[src/rtl/bus_arbiter.sv]
// Hands the cartridge bus between the CoCo CPU and the Arduino: halt the CoCo,
// wait for idle E cycles, insert guard time, grant, then release in reverse order.
module bus_arbiter #(
    parameter int SYNC_STAGES  = 2,
    parameter int HALT_ECYCLES = 3,
    parameter int GUARD_CYCLES = 4,
    parameter int CW           = 12,
    parameter int TIMEOUT      = 4000
) (
    input  logic       clk,
    input  logic       rst,
    input  logic       c_power,
    input  logic       a_power,
    input  logic       eclk,
    input  logic       cts,
    input  logic       scs,
    input  logic       ard_req,
    output logic       busreq,
    output logic       halt_n,
    output logic       ard_gnt,
    output logic       timeout,
    output logic [2:0] state
);

    typedef enum logic [2:0] {
        IDLE      = 3'd0,
        HALTING   = 3'd1,
        GUARD_IN  = 3'd2,
        GRANT     = 3'd3,
        GUARD_OUT = 3'd4,
        UNHALT    = 3'd5
    } state_t;

    localparam int NS = 4;
    localparam int HW = $clog2(HALT_ECYCLES + 1);
    localparam int GW = $clog2(GUARD_CYCLES + 1);
    // Synchronizer reset values: eclk low, selects inactive (high), no request.
    localparam logic [NS-1:0] SYNC_INIT = 4'b0110;

    logic [NS-1:0] async_in;
    logic [NS-1:0] synced;
    logic          e_s, cts_s, scs_s, req_s, efall;

    assign async_in = {ard_req, scs, cts, eclk};

    genvar gi;
    generate
        for (gi = 0; gi < NS; gi++) begin : g_sync
            logic [SYNC_STAGES-1:0] sync_reg;
            always_ff @(posedge clk or posedge rst) begin
                if (rst) begin
                    sync_reg <= {SYNC_STAGES{SYNC_INIT[gi]}};
                end else begin
                    sync_reg <= {sync_reg[SYNC_STAGES-2:0], async_in[gi]};
                end
            end
            assign synced[gi] = sync_reg[SYNC_STAGES-1];
        end
    endgenerate

    assign e_s   = synced[0];
    assign cts_s = synced[1];
    assign scs_s = synced[2];
    assign req_s = synced[3];

    state_t        state_reg;
    logic          busreq_reg, halt_n_reg, ard_gnt_reg, timeout_reg;
    logic          lockout_reg, e_prev_reg;
    logic [GW-1:0] guard_cnt_reg;
    logic [HW-1:0] halt_cnt_reg;
    logic [CW-1:0] wd_reg;

    assign efall = e_prev_reg & ~e_s;

    always_ff @(posedge clk or posedge rst) begin
        if (rst) begin
            state_reg     <= IDLE;
            busreq_reg    <= 1'b0;
            halt_n_reg    <= 1'b1;
            ard_gnt_reg   <= 1'b0;
            timeout_reg   <= 1'b0;
            lockout_reg   <= 1'b0;
            e_prev_reg    <= 1'b0;
            guard_cnt_reg <= '0;
            halt_cnt_reg  <= '0;
            wd_reg        <= '0;
        end else begin
            timeout_reg <= 1'b0;
            e_prev_reg  <= e_s;
            if (!req_s) begin
                lockout_reg <= 1'b0;
            end
            case (state_reg)
                IDLE: begin
                    guard_cnt_reg <= '0;
                    halt_cnt_reg  <= '0;
                    wd_reg        <= '0;
                    if (req_s && !lockout_reg && a_power) begin
                        if (c_power) begin
                            state_reg  <= HALTING;
                            halt_n_reg <= 1'b0;
                        end else begin
                            state_reg  <= GUARD_IN;
                            busreq_reg <= 1'b1;
                        end
                    end
                end
                HALTING: begin
                    if (!a_power || !req_s) begin
                        state_reg     <= UNHALT;
                        guard_cnt_reg <= '0;
                    end else if (efall) begin
                        // Only E cycles with no cartridge select active count as idle.
                        if (cts_s && scs_s) begin
                            if (halt_cnt_reg == HW'(HALT_ECYCLES - 1)) begin
                                state_reg     <= GUARD_IN;
                                busreq_reg    <= 1'b1;
                                guard_cnt_reg <= '0;
                            end else begin
                                halt_cnt_reg <= halt_cnt_reg + HW'(1);
                            end
                        end else begin
                            halt_cnt_reg <= '0;
                        end
                    end
                end
                GUARD_IN: begin
                    if (!a_power) begin
                        state_reg     <= UNHALT;
                        busreq_reg    <= 1'b0;
                        guard_cnt_reg <= '0;
                    end else if (guard_cnt_reg == GW'(GUARD_CYCLES - 1)) begin
                        state_reg   <= GRANT;
                        ard_gnt_reg <= 1'b1;
                        wd_reg      <= '0;
                    end else begin
                        guard_cnt_reg <= guard_cnt_reg + GW'(1);
                    end
                end
                GRANT: begin
                    if (!a_power) begin
                        state_reg     <= UNHALT;
                        busreq_reg    <= 1'b0;
                        ard_gnt_reg   <= 1'b0;
                        guard_cnt_reg <= '0;
                    end else if (wd_reg == CW'(TIMEOUT - 1)) begin
                        // Watchdog wins over a simultaneous request drop.
                        state_reg     <= GUARD_OUT;
                        ard_gnt_reg   <= 1'b0;
                        timeout_reg   <= 1'b1;
                        lockout_reg   <= 1'b1;
                        guard_cnt_reg <= '0;
                    end else if (!req_s) begin
                        state_reg     <= GUARD_OUT;
                        ard_gnt_reg   <= 1'b0;
                        guard_cnt_reg <= '0;
                    end else begin
                        wd_reg <= wd_reg + CW'(1);
                    end
                end
                GUARD_OUT: begin
                    if (!a_power) begin
                        state_reg     <= UNHALT;
                        busreq_reg    <= 1'b0;
                        guard_cnt_reg <= '0;
                    end else if (guard_cnt_reg == GW'(GUARD_CYCLES - 1)) begin
                        busreq_reg    <= 1'b0;
                        guard_cnt_reg <= '0;
                        // With the CoCo unpowered there is nothing to unhalt.
                        if (c_power) begin
                            state_reg <= UNHALT;
                        end else begin
                            state_reg  <= IDLE;
                            halt_n_reg <= 1'b1;
                        end
                    end else begin
                        guard_cnt_reg <= guard_cnt_reg + GW'(1);
                    end
                end
                UNHALT: begin
                    busreq_reg <= 1'b0;
                    if (guard_cnt_reg == GW'(GUARD_CYCLES - 1)) begin
                        state_reg  <= IDLE;
                        halt_n_reg <= 1'b1;
                    end else begin
                        guard_cnt_reg <= guard_cnt_reg + GW'(1);
                    end
                end
                default: begin
                    state_reg <= IDLE;
                end
            endcase
        end
    end

    assign busreq  = busreq_reg;
    assign halt_n  = halt_n_reg;
    assign ard_gnt = ard_gnt_reg;
    assign timeout = timeout_reg;
    assign state   = state_reg;

endmodule

[config.mk]
export PLATFORM = sky130hd
export DESIGN_NAME = bus_arbiter
export DESIGN_NICKNAME = d
export VERILOG_FILES = /design/src/rtl/bus_arbiter.sv
export SDC_FILE = /design/constraint.sdc
export NUM_CORES = 1
export LEC_CHECK = 0
export ABC_AREA = 1
export CORE_ASPECT_RATIO = 1.5
export CORE_MARGIN = 5
export CORE_UTILIZATION = 57
export CTS_CLUSTER_SIZE = 20
export DETAILED_ROUTE_END_ITERATION = 16
export DONT_BUFFER_PORTS = 1
export PLACE_DENSITY = 0.85
export SYNTH_ARGS = -nofsm -noshare
export SYNTH_HDL_FRONTEND = slang
export SYNTH_SLANG_ARGS = --single-unit
[constraint.sdc]
create_clock -name clk -period 1.3 [get_ports clk]
set_input_delay 0.26 -clock clk [delete_from_list [all_inputs] [get_ports clk]]
set_output_delay 0.26 -clock clk [all_outputs]
set_load 0.02 [all_outputs]
Yosys cells after proc, flatten, opt, wreduce, memory -nomap -nowiden. Index checks and enable logic that the tools add are counted.

$lt $le $gt $ge: 0. Div/mod/pow operators: 0. Mux-type cells: 67. Bitwise operators: 2. Shift-type cells: 0. $mul: 0. Reduce and logical (&&, ||, !) cells: 22. $add $sub $neg: 3. Eq/ne operators: 32.

Operators with widths (number): $mux 3 (25); $mux 12 (5); $pmux 12 s3 (1); $pmux 3 s6 (2); $ne 2x2->1 const B (17); $mux 1 (25); $ne 3x3->1 const B (6); $add 12x1->12 const B (1); $eq 12x12->1 const B (1); $mux 2 (5); $eq 3x2->1 const B (3); $reduce_and 9->1 (1); $reduce_and 4->1 (2); $reduce_and 8->1 (1); $reduce_and 7->1 (1); $eq 3x3->1 const B (2); $reduce_and 6->1 (1); $reduce_bool 3->1 (2); $reduce_bool 6->1 (1); $pmux 1 s5 (1); $reduce_and 5->1 (1); $reduce_bool 5->1 (1); $ne 4x4->1 const B (1); $pmux 2 s2 (1); 14 further kinds (19).

Memory bits (writable): 0. Word-level logic and storage cells: 140. Memories: 0. ROM bits: 0. Bits in latches: 0. Flip-flop bits (word level): 34.

Longest topological paths before layout. Gate-level depths: netlist of the first run.

Word-level depth: 6. Mapped depth: 11. Depth with buffers taken out: 9.

Least setup slack after synthesis of the first run. Ideal clock, no wire load.

Path kind: register to register. Start point: register state_reg[1] (netlist: state[1]). End point: register state_reg[0] (netlist: state[0]). Arrival time: 1.298 ns. Library setup time: 0.118 ns. Cell stages (with the launch flop): 10. Path slack: -0.116 ns. Path through: dfrtp_1 > buf_6 > nor2_1 > nand2_2 > nor2_2 > inv_1 > nand2_1 > nor2_1 > nand3_1 > nand2_1.

Longest elaborated chain between the ends: 3.

RTL lines: start, declared (RTL line 66) `state_t state_reg;`; start signal, assigned (RTL line 77) `state_reg <= IDLE;`; start signal, assigned (RTL line 100) `state_reg <= HALTING;`; start signal, assigned (RTL line 103) `state_reg <= GUARD_IN;`; $eq 3x2->1, or another cell as far along (RTL line 93) `case (state_reg)`; $ne 4x4->1 (no line), or another cell as far along; $reduce_and 8->1 (no line).

Parallel ways exist; a longest one is shown, timed or not. A chain may end at the register's enable or synchronous reset.

Final worst setup path of the first run. Same ends and word-level chain as after synthesis.

==> impl_metrics.csv, run 1 <==
group,metric,value,unit
status,status,"finished, violations left",
status,violations,"negative setup slack",
final_layout,final_cells,381,
worst_hold_path,hold_depth,4,
detailed_routing,drc,0,
power_and_ir_drop,vdd_drop_max,1.86,mV
global_route,grt_usage,0.257,
global_route,antenna_found_initial,0,
critical_path,cpMostUsedCell,"nor2_4",
sta,fin_ws,-0.249,ns
critical_path,cp-start-kind,"flop",
detailed_routing,first_iter_violations,258,
sta,setup_viol,26,
sta,slew_violations,0,
clock_network,numCtsBuffers,5,
detailed_routing,viasPerCell,6.20,
sta,timing.final.crit_share,1.19,
detailed_routing,wl_per_cell,21.0,um
clock_network,ctsRootBufferMaster,"clkbuf_8",
floorplan,die_x,58.9,um
final_layout,layout.nets,349,
power_and_ir_drop,powerDensity,1950,nW/um2
power_and_ir_drop,leakage,0.00150,uW
logic_synthesis,ys_ff_latch,34,
floorplan,die_area,4920,um2
critical_path,critPathKind,"reg -> reg",
sta,slew_headroom,0.711,
floorplan,row_count,26,
final_layout,final_cell_mix,"73 x nand2_1, 46 x buf_4, 26 x dfrtp_1, 22 x inv_1, 21 x nand2_2",
final_layout,fin_util,0.892,
clock_network,htree_levels,2,
logic_synthesis,ys_warn_count,0,
critical_path,required,1.49,ns
final_layout,largest_register_ffs,12,
placement,place_inst,347,
detailed_routing,postRouteAntennaNets,0,
floorplan,die_h,83.4,um
detailed_routing,vias,2363,
detailed_routing,totalWireLength,7990,um
run,cap_violations,0,
critical_path,cp_cell_sequence,"nor2_4, nand2_4, nor2_4, inv_2, nand2_2, nor2_2, nand3_1, nand2_1",
global_route,grt_pass1_vias,2162,
final_layout,final_layout_size_suffix_gt1_frac,0.481,
logic_synthesis,netlist_area,2050,um2
critical_path,end_kind,"flop",
critical_path,cp_slowest_stage_delay,0.52,ns
floorplan,initial_core_util,0.594,
detailed_routing,drtPass1Iterations,11,
sta,max_freq,645,MHz
global_route,grt-ovfl-total,0,
clock_network,clkSinkCount,34,
logic_synthesis,syn_nets,287,
floorplan,core,3450,um2
global_route,busiest_layer,"met2",
global_route,grt_use_met3,0.0575,
logic_synthesis,yosysSeqAreaShare,0.418,
global_route,gr-usage-met1,0.252,
logic_synthesis,avgSynthCellArea,7.42,um2
sta,fin_crit,1.55,ns
sta,rsz0062_at_grt,"true",
placement,place.gp.congestion,0.916,
final_layout,final_common_cell,"nand2_1",
logic_synthesis,synthTopCellsByArea,"dfrtp_1 35%, nand2_1 18%, nand3_1 7.3%, dfstp_2 6.4%, inv_1 5.3%",
floorplan,ios,15,
sta,finalClockSkew,0.0108,ns
critical_path,rr_worst_depth,8,
placement,io_buffers,0,
global_route,grt_max_degree,35,
clock_network,cts_tree,"built",
placement,dpl.hpwl,3600,um
global_route,met2_usage,0.448,
clock_network,path_clk_slew,0.08,ns
logic_synthesis,yosysTopAreaCell,"dfrtp_1",
logic_synthesis,synthCells,276,
critical_path,crit_slowest_cell,"dfrtp_2",
logic_synthesis,synthDominantCellAreaShare,0.354,
clock_network,clock_latency,0.31,ns
clock_network,clock_path_buffers,2,
logic_synthesis,ys_types,32,
final_layout,syn2layout_area_growth,50.2,%
worst_hold_path,hold_path_class,"in -> reg",
critical_path,cp_data_arrival_time,1.74,ns
sta,hold_viol_final,0,
critical_path,crit_fanout,8,
final_layout,diodes,0,
sta,tightest_slew,0.434,ns
sta,tns,-4.38,ns
global_route,grt_pass1_wl,9680,um
-- layout make-up --
cell class	count	area, um2
inverters	33	141
repair buffers	59	507
fillers	141	372
flip-flops and latches	34	861
well taps	42	52.6
multi-input cells	205	1400
clock inverters	3	45.0
clock buffers	5	68.8
-- layer usage --
metal  vias to the layer above  share of wire
met1                      1105           0.33
met3                        84          0.075
li1                        987              -
met2                       187           0.51
met4                         0          0.084
met5                         -              0
-- cells in the mapped netlist --
cell type / count
or2_2: 2
nand3_2: 2
dfrtp_1: 29
o21bai_1: 1
ha_1: 3
nor3_1: 4
nand4_1: 1
nand3_1: 30
nand2_1: 98
inv_4: 1
o22ai_1: 1
a21oi_1: 4
buf_4: 1
xor2_1: 3
o21a_1: 1
a21o_1: 1
nor2_1: 29
dfstp_2: 5
nor3b_1: 1
nor2_4: 2
o21ai_0: 6
buf_6: 4
nand2_4: 2
a21oi_2: 1
xnor2_1: 1
nor3_4: 1
inv_2: 3
nand3_4: 3
a22oi_1: 1
nor2_2: 2
nand2_2: 4
inv_1: 29
-- worst paths after layout --
kind,startpoint,endpoint,slack (ns)
min reg2reg,g_sync[2].sync_reg[0]$_DFF_PP1_,g_sync[2].sync_reg[1]$_DFF_PP1_,0.35
max reg2reg,state[1]$_DFFE_PP0P_,state[0]$_DFFE_PP0P_,-0.25
min,a_power,guard_cnt_reg[2]$_DFFE_PP0P_,0.26
min in group asynchronous,rst,state[1]$_DFFE_PP0P_,0.51
max in group asynchronous,rst,g_sync[1].sync_reg[1]$_DFF_PP1_,0.44
max,state[1]$_DFFE_PP0P_,state[0]$_DFFE_PP0P_,-0.25
-- what timing repair did --
item	in CTS	in global routing
cloned	1	0
hold endpoints to repair	33	0
gates resized for setup	31	69
setup endpoints to repair	24	26
hold buffers	5	0
buffers inserted	10	11
pin swaps	11	29
-- per-stage QoR --
stage               worst slack (ns)  power, uW  hold slack, ns  area, um2
CTS                           -0.101       4860           0.235       2730
finish                        -0.249       6000           0.264       3080
global route                  -0.357       6180           0.284       3080
detailed placement            -0.137       3350           0.265       2360
floorplan                    -0.0430       2790           0.264       2100
global placement              -0.121       3270           0.265       2360
-- report_power, final --
| group | internal [uW] | switching, uW | total, uW |
|---|---|---|---|
| combinational | 1470 | 2060 | 3530 |
| clock | 571 | 457 | 1030 |
| sequential | 1210 | 241 | 1450 |
| total | 3240 | 2760 | 6000 |
-- cell families after synthesis --
group,after synthesis,share of synthesized area
AND/OR/NAND/NOR,181,0.412
buffers and inverters,38,0.0874
AO/OA/AOI/OAI,16,0.0464
adder cells (fa/ha/maj),3,0.0183
XOR/XNOR,4,0.0171
flip-flops,34,0.418
-- critical path: cells and delay by family, from the launching register on --
kind	cells	cell delay [ns]
buffers and inverters	1	0.07
DFF	1	0.52
and+or+nand+nor	7	0.84
Note: power is estimated with default switching activity, not from simulation.
==> run 2, diff against run 1 <==
--- a/config.mk
+++ b/config.mk
@@ -7,7 +7,6 @@
 export LEC_CHECK = 0
 export ABC_AREA = 1
 export CORE_ASPECT_RATIO = 1.5
-export CORE_MARGIN = 5
 export CORE_UTILIZATION = 57
 export CTS_CLUSTER_SIZE = 20
 export DETAILED_ROUTE_END_ITERATION = 16
==> impl_metrics.csv, run 2 (synthesized netlist as in run 1, its figures left out) <==
group,metric,value,unit
status,status,"finished, violations left",
status,violations,"negative setup slack",
sta,setup_viol,25,
final_layout,n_fill_cell,182,
critical_path,end_kind,"flop",
power_and_ir_drop,powerDensity,1820,nW/um2
final_layout,postLayoutCellArea,2920,um2
detailed_routing,postRouteAntennaNets,0,
final_layout,multi_input_area,1280,um2
final_layout,final_cell_mix,"87 x nand2_1, 41 x buf_4, 25 x dfrtp_1, 24 x nand3_1, 21 x inv_1",
worst_hold_path,hold_path_class,"in -> reg",
floorplan,die_area,3840,um2
floorplan,ios,15,
global_route,antenna_found_initial,0,
placement,dp_slack,-0.119,ns
global_route,grt_pass1_vias,1918,
power_and_ir_drop,vdd_drop_max,1.08,mV
placement,dpl.hpwl,3410,um
power_and_ir_drop,totalPowerFinal,5320,uW
detailed_routing,drtPass1Iterations,5,
sta,slew_headroom,0.703,
clock_network,cts_tree,"built",
sta,fin_crit,1.49,ns
floorplan,row_count,26,
clock_network,clock_path_buffers,2,
detailed_routing,vias,2161,
clock_network,numCtsBuffers,5,
placement,place.gp.congestion,0.926,
global_route,grt_max_degree,35,
final_layout,layout.nets,347,
clock_network,ctsRootBufferMaster,"clkbuf_8",
sta,tightest_slew,0.445,ns
critical_path,crit_slowest_cell,"dfrtp_2",
sta,rsz0062_at_grt,"true",
clock_network,clkSinkCount,34,
sta,timing.final.crit_share,1.15,
critical_path,cp_cell_sequence,"nor2_4, nand2_4, nor2_4, inv_1, nand2_1, nor2_4, nand3_1, nand2_1",
detailed_routing,drc,0,
global_route,grt-ovfl-total,0,
global_route,grt_pass1_wl,8140,um
sta,finalClockSkew,0.0110,ns
clock_network,htree_levels,2,
placement,post_dp_cell_area,2360,um2
final_layout,final_layout_size_suffix_gt1_frac,0.424,
clock_network,path_clk_slew,0.08,ns
final_layout,seq_area,862,um2
critical_path,cp_top_family,"simple AND/OR/NAND/NOR gates",
critical_path,cp_data_arrival_time,1.67,ns
critical_path,cp_num_buf_inv,1,
detailed_routing,wl_per_cell,17.4,um
critical_path,cpMostUsedCell,"nor2_4",
detailed_routing,first_iter_violations,176,
final_layout,final_common_cell,"nand2_1",
sta,slew_violations,0,
sta,fin_ws,-0.189,ns
sta,tns,-3.15,ns
critical_path,required,1.49,ns
floorplan,initial_core_util,0.600,
clock_network,clock_latency,0.31,ns
final_layout,syn2layout_area_growth,42.4,%
detailed_routing,viasPerCell,5.70,
power_and_ir_drop,leakage,0.00148,uW
detailed_routing,totalWireLength,6590,um
global_route,grt_usage,0.291,
floorplan,die_x,50.9,um
final_layout,diodes,0,
placement,io_buffers,0,
sta,hold_viol_final,0,
floorplan,die_h,75.4,um
critical_path,crit_fanout,7,
critical_path,cp-start-kind,"flop",
critical_path,cp_slowest_stage_delay,0.50,ns
final_layout,largest_register_ffs,12,
critical_path,critPathKind,"reg -> reg",
sta,max_freq,672,MHz
floorplan,core,3420,um2
run,cap_violations,0,
-- run 2: cell types whose count changed in the layout (fill, tap and decap cells not counted), moves of 2 or more --
cell,before,now
buf_4,46,41
buf_6,5,9
clkinv_2,0,2
nand2_2,21,9
nor3_4,3,1
nand2_1,73,87
nand3_1,20,24
nand2_8,3,1
nand3_2,9,6
-- run 2: layout make-up --
cell class                      count  area share
Multi-Input combinational cell    205       0.438
Sequential cell                    34       0.296
Timing Repair Buffer               56       0.164
Inverter                           33      0.0493
Clock buffer                        6      0.0283
Tap cell                           42      0.0180
Clock inverter                      2     0.00429
Timing Repair inverter              1     0.00172
-- run 2: per-layer routing --
layer | vias up | track usage | share of wire
li1 | 992 | - | -
met1 | 997 | 0.326 | 0.35
met2 | 127 | 0.504 | 0.53
met3 | 45 | 0.0619 | 0.061
met4 | 0 | 0.176 | 0.058
met5 | - | 0 | 0
-- run 2: through the flow --
stage | std cells | hold WS [ns] | util
after floorplan | 276 | 0.264 | -
after detailed placement | 347 | 0.265 | 0.691
after global placement | 347 | 0.265 | 0.691
final | 379 | 0.257 | 0.854
after global routing | 379 | 0.280 | 0.854
after CTS | 365 | 0.219 | 0.763
-- run 2: worst register-to-register path, cell delays in order (launching register included) --
cell     delay, ns
dfrtp_2       0.50
nor2_4        0.20
nand2_4       0.12
nor2_4        0.15
inv_1         0.06
nand2_1       0.12
nor2_4        0.06
nand3_1       0.11
nand2_1       0.07
-- run 2: report_power, final --
part	total, uW	switching [uW]	internal, uW
combinational	3050	1740	1310
clock	846	420	426
sequential	1430	220	1210
-- run 2: worst paths after layout --
check,start,end,slack [ns],cells past startpoint
setup / recovery,state[1]$_DFFE_PP0P_,state[2]$_DFFE_PP0P_,-0.19,8
hold / removal,a_power,guard_cnt_reg[0]$_DFFE_PP0P_,0.26,4
setup reg to reg,state[1]$_DFFE_PP0P_,state[2]$_DFFE_PP0P_,-0.19,8
hold reg to reg,g_sync[1].sync_reg[0]$_DFF_PP1_,g_sync[1].sync_reg[1]$_DFF_PP1_,0.36,0
max in group asynchronous,rst,wd_reg[5]$_DFFE_PP0P_,0.45,3
min in group asynchronous,rst,state[1]$_DFFE_PP0P_,0.51,3
-- run 2: timing repair --
item / in CTS / in global routing
setup endpoints to repair: 23 / 26
endpoints found under the hold margin: 33 / 0
pin swaps: 7 / 22
hold buffers: 5 / 0
resized for setup: 18 / 58
gates cloned: 0 / 2
buffers inserted: 5 / 12
==> run 3, diff against run 2 <==
--- a/config.mk
+++ b/config.mk
@@ -7,11 +7,11 @@
 export LEC_CHECK = 0
 export ABC_AREA = 1
 export CORE_ASPECT_RATIO = 1.5
-export CORE_UTILIZATION = 57
+export CORE_UTILIZATION = 60
 export CTS_CLUSTER_SIZE = 20
 export DETAILED_ROUTE_END_ITERATION = 16
 export DONT_BUFFER_PORTS = 1
-export PLACE_DENSITY = 0.85
+export PLACE_DENSITY = 0.86
 export SYNTH_ARGS = -nofsm -noshare
 export SYNTH_HDL_FRONTEND = slang
 export SYNTH_SLANG_ARGS = --single-unit
==> constraint.sdc (replaced) <==
create_clock -name clk -period 1.7 [get_ports clk]
set_input_delay 0.34 -clock clk [delete_from_list [all_inputs] [get_ports clk]]
set_output_delay 0.34 -clock clk [all_outputs]
set_load 0.02 [all_outputs]
==> impl_metrics.csv, run 3 (synthesized netlist as in run 1, its figures left out) <==
group,metric,value,unit
status,status,"finished clean",
sta,slew_violations,0,
critical_path,reg2reg_slack,0.14,ns
clock_network,clkSinkCount,34,
floorplan,core,3190,um2
critical_path,crit_fanout,5,
critical_path,end_kind,"flop",
placement,io_buffers,0,
floorplan,die_h,73.6,um
global_route,grt_use_met3,0.0435,
clock_network,path_clk_slew,0.08,ns
detailed_routing,vias,1723,
sta,fin_crit,1.56,ns
sta,tightest_slew,0.427,ns
final_layout,diodes,0,
floorplan,ios,15,
floorplan,initial_core_util,0.642,
floorplan,row_count,25,
final_layout,final_cell_mix,"98 x nand2_1, 30 x nand3_1, 29 x inv_1, 29 x dfrtp_1, 28 x nor2_1",
critical_path,r2r-start,"guard_cnt_reg[0]$_DFFE_PP0P_",
critical_path,critPathLaunch,"guard_cnt_reg[0]$_DFFE_PP0P_",
global_route,grt-ovfl-total,0,
clock_network,numCtsBuffers,5,
final_layout,syn2layout_area_growth,8.55,%
critical_path,rr_worst_depth,9,
detailed_routing,first_iter_violations,70,
global_route,busiest_layer,"met2",
final_layout,layout.nets,294,
final_layout,final_layout_size_suffix_gt1_frac,0.148,
clock_network,ctsRootBufferMaster,"clkbuf_8",
final_layout,n_fill_cell,276,
sta,hold_viol_final,0,
clock_network,clock_latency,0.28,ns
critical_path,endpoint,"state[1]$_DFFE_PP0P_",
global_route,met2_usage,0.462,
critical_path,required,1.88,ns
final_layout,final_cells,324,
detailed_routing,drtPass1Iterations,4,
detailed_routing,drc,0,
detailed_routing,wl_per_cell,12.3,um
global_route,grt_usage,0.254,
clock_network,clock_path_buffers,2,
power_and_ir_drop,vdd_drop_max,0.828,mV
critical_path,critPathKind,"reg -> reg",
power_and_ir_drop,powerDensity,1420,nW/um2
placement,place.gp.congestion,0.991,
power_and_ir_drop,swShare,0.396,
placement,dpl.hpwl,2980,um
power_and_ir_drop,p_int,1900,uW
power_and_ir_drop,power_frac_comb,0.391,
placement,place_inst,316,
sta,tns,0,ns
clock_network,cts_hold_buf,0,
worst_hold_path,hold_path_class,"in -> async",
global_route,grt_max_degree,35,
sta,finalClockSkew,0.00559,ns
floorplan,die_x,49.7,um
sta,slew_headroom,0.715,
global_route,antenna_found_initial,0,
final_layout,largest_register_ffs,12,
floorplan,die_area,3660,um2
final_layout,postLayoutCellArea,2220,um2
sta,max_freq,640,MHz
global_route,gr-usage-met1,0.283,
sta,timing.final.crit_share,0.919,
detailed_routing,totalWireLength,3980,um
global_route,grt_pass1_vias,1627,
final_layout,final_common_cell,"nand2_1",
placement,post_dp_cell_area,2080,um2
detailed_routing,postRouteAntennaNets,0,
clock_network,cts_tree,"built",
detailed_routing,viasPerCell,5.32,
sta,rsz0062_at_grt,"false",
clock_network,cts_setup_buffers,0,
critical_path,cp-start-kind,"flop",
critical_path,worst_r2r_endpoint,"state[1]$_DFFE_PP0P_",
global_route,grt_pass1_wl,6980,um
power_and_ir_drop,p_sw,1250,uW
power_and_ir_drop,p_clk_frac,0.283,
power_and_ir_drop,leakage,0.00118,uW
power_and_ir_drop,seqPwrFrac,0.325,
clock_network,htree_levels,2,
run,cap_violations,0,
critical_path,cp_data_arrival_time,1.74,ns
clock_network,cts_resized,0,
sta,setup_viol,0,
==> run 3: final cells by class <==
| cell class | instances | area (um2) | share of cell area |
|---|---|---|---|
| Sequential cell | 34 | 857 | 0.385 |
| Inverter | 33 | 126 | 0.0568 |
| Multi-Input combinational cell | 204 | 1010 | 0.456 |
| Clock buffer | 5 | 68.8 | 0.0310 |
| Clock inverter | 3 | 68.8 | 0.0310 |
| Timing Repair Buffer | 5 | 37.5 | 0.0169 |
| Tap cell | 40 | 50.0 | 0.0225 |
==> run 3: critical path, cell delays in order (launching register included) <==
cell     delay, ns
dfrtp_1       0.40
ha_1          0.22
nand2_1       0.18
nand2_1       0.13
nor2_2        0.21
inv_1         0.06
nand2_1       0.06
nor2_1        0.06
nand3_1       0.09
nand2_1       0.06
==> run 3: per-stage QoR <==
stage	power, uW	setup slack (ns)	hold slack, ns	util
3_3_place_gp	2240	0.192	0.336	0.653
4_1_cts	3160	0.151	0.0371	0.696
6_report	3150	0.138	0.0319	0.697
5_1_grt	3370	0.00259	0.0298	0.697
2_1_floorplan	2060	0.284	0.331	-
3_5_place_dp	2270	0.160	0.337	0.653
==> run 3: power by group through the flow <==
stage / Combinational (uW) / Clock, uW / Sequential (uW)
3_5_place_dp: 1230 / 0 / 1040
3_3_place_gp: 1200 / 0 / 1030
6_report: 1230 / 892 / 1020
5_1_grt: 1400 / 934 / 1040
4_1_cts: 1230 / 906 / 1030
2_1_floorplan: 999 / 0 / 1060
==> run 3: worst min-delay path by stage <==
stage,from,end,slack [ns],cells after the start
floorplan,g_sync[0].sync_reg[0]$_DFF_PP0_,g_sync[0].sync_reg[1]$_DFF_PP0_,0.33,0
global placement,g_sync[0].sync_reg[0]$_DFF_PP0_,g_sync[0].sync_reg[1]$_DFF_PP0_,0.34,0
detailed placement,g_sync[0].sync_reg[0]$_DFF_PP0_,g_sync[0].sync_reg[1]$_DFF_PP0_,0.34,0
CTS,rst,g_sync[0].sync_reg[1]$_DFF_PP0_,0.04,2
global route,scs,g_sync[2].sync_reg[0]$_DFF_PP1_,0.03,0
finish,rst,g_sync[0].sync_reg[1]$_DFF_PP0_,0.03,2
==> run 3: layer usage <==
layer	wire (um)	vias to the layer above
li1	-	880
met1	1590	795
met2	2170	40
met3	148	8
met4	67	0
met5	0	-
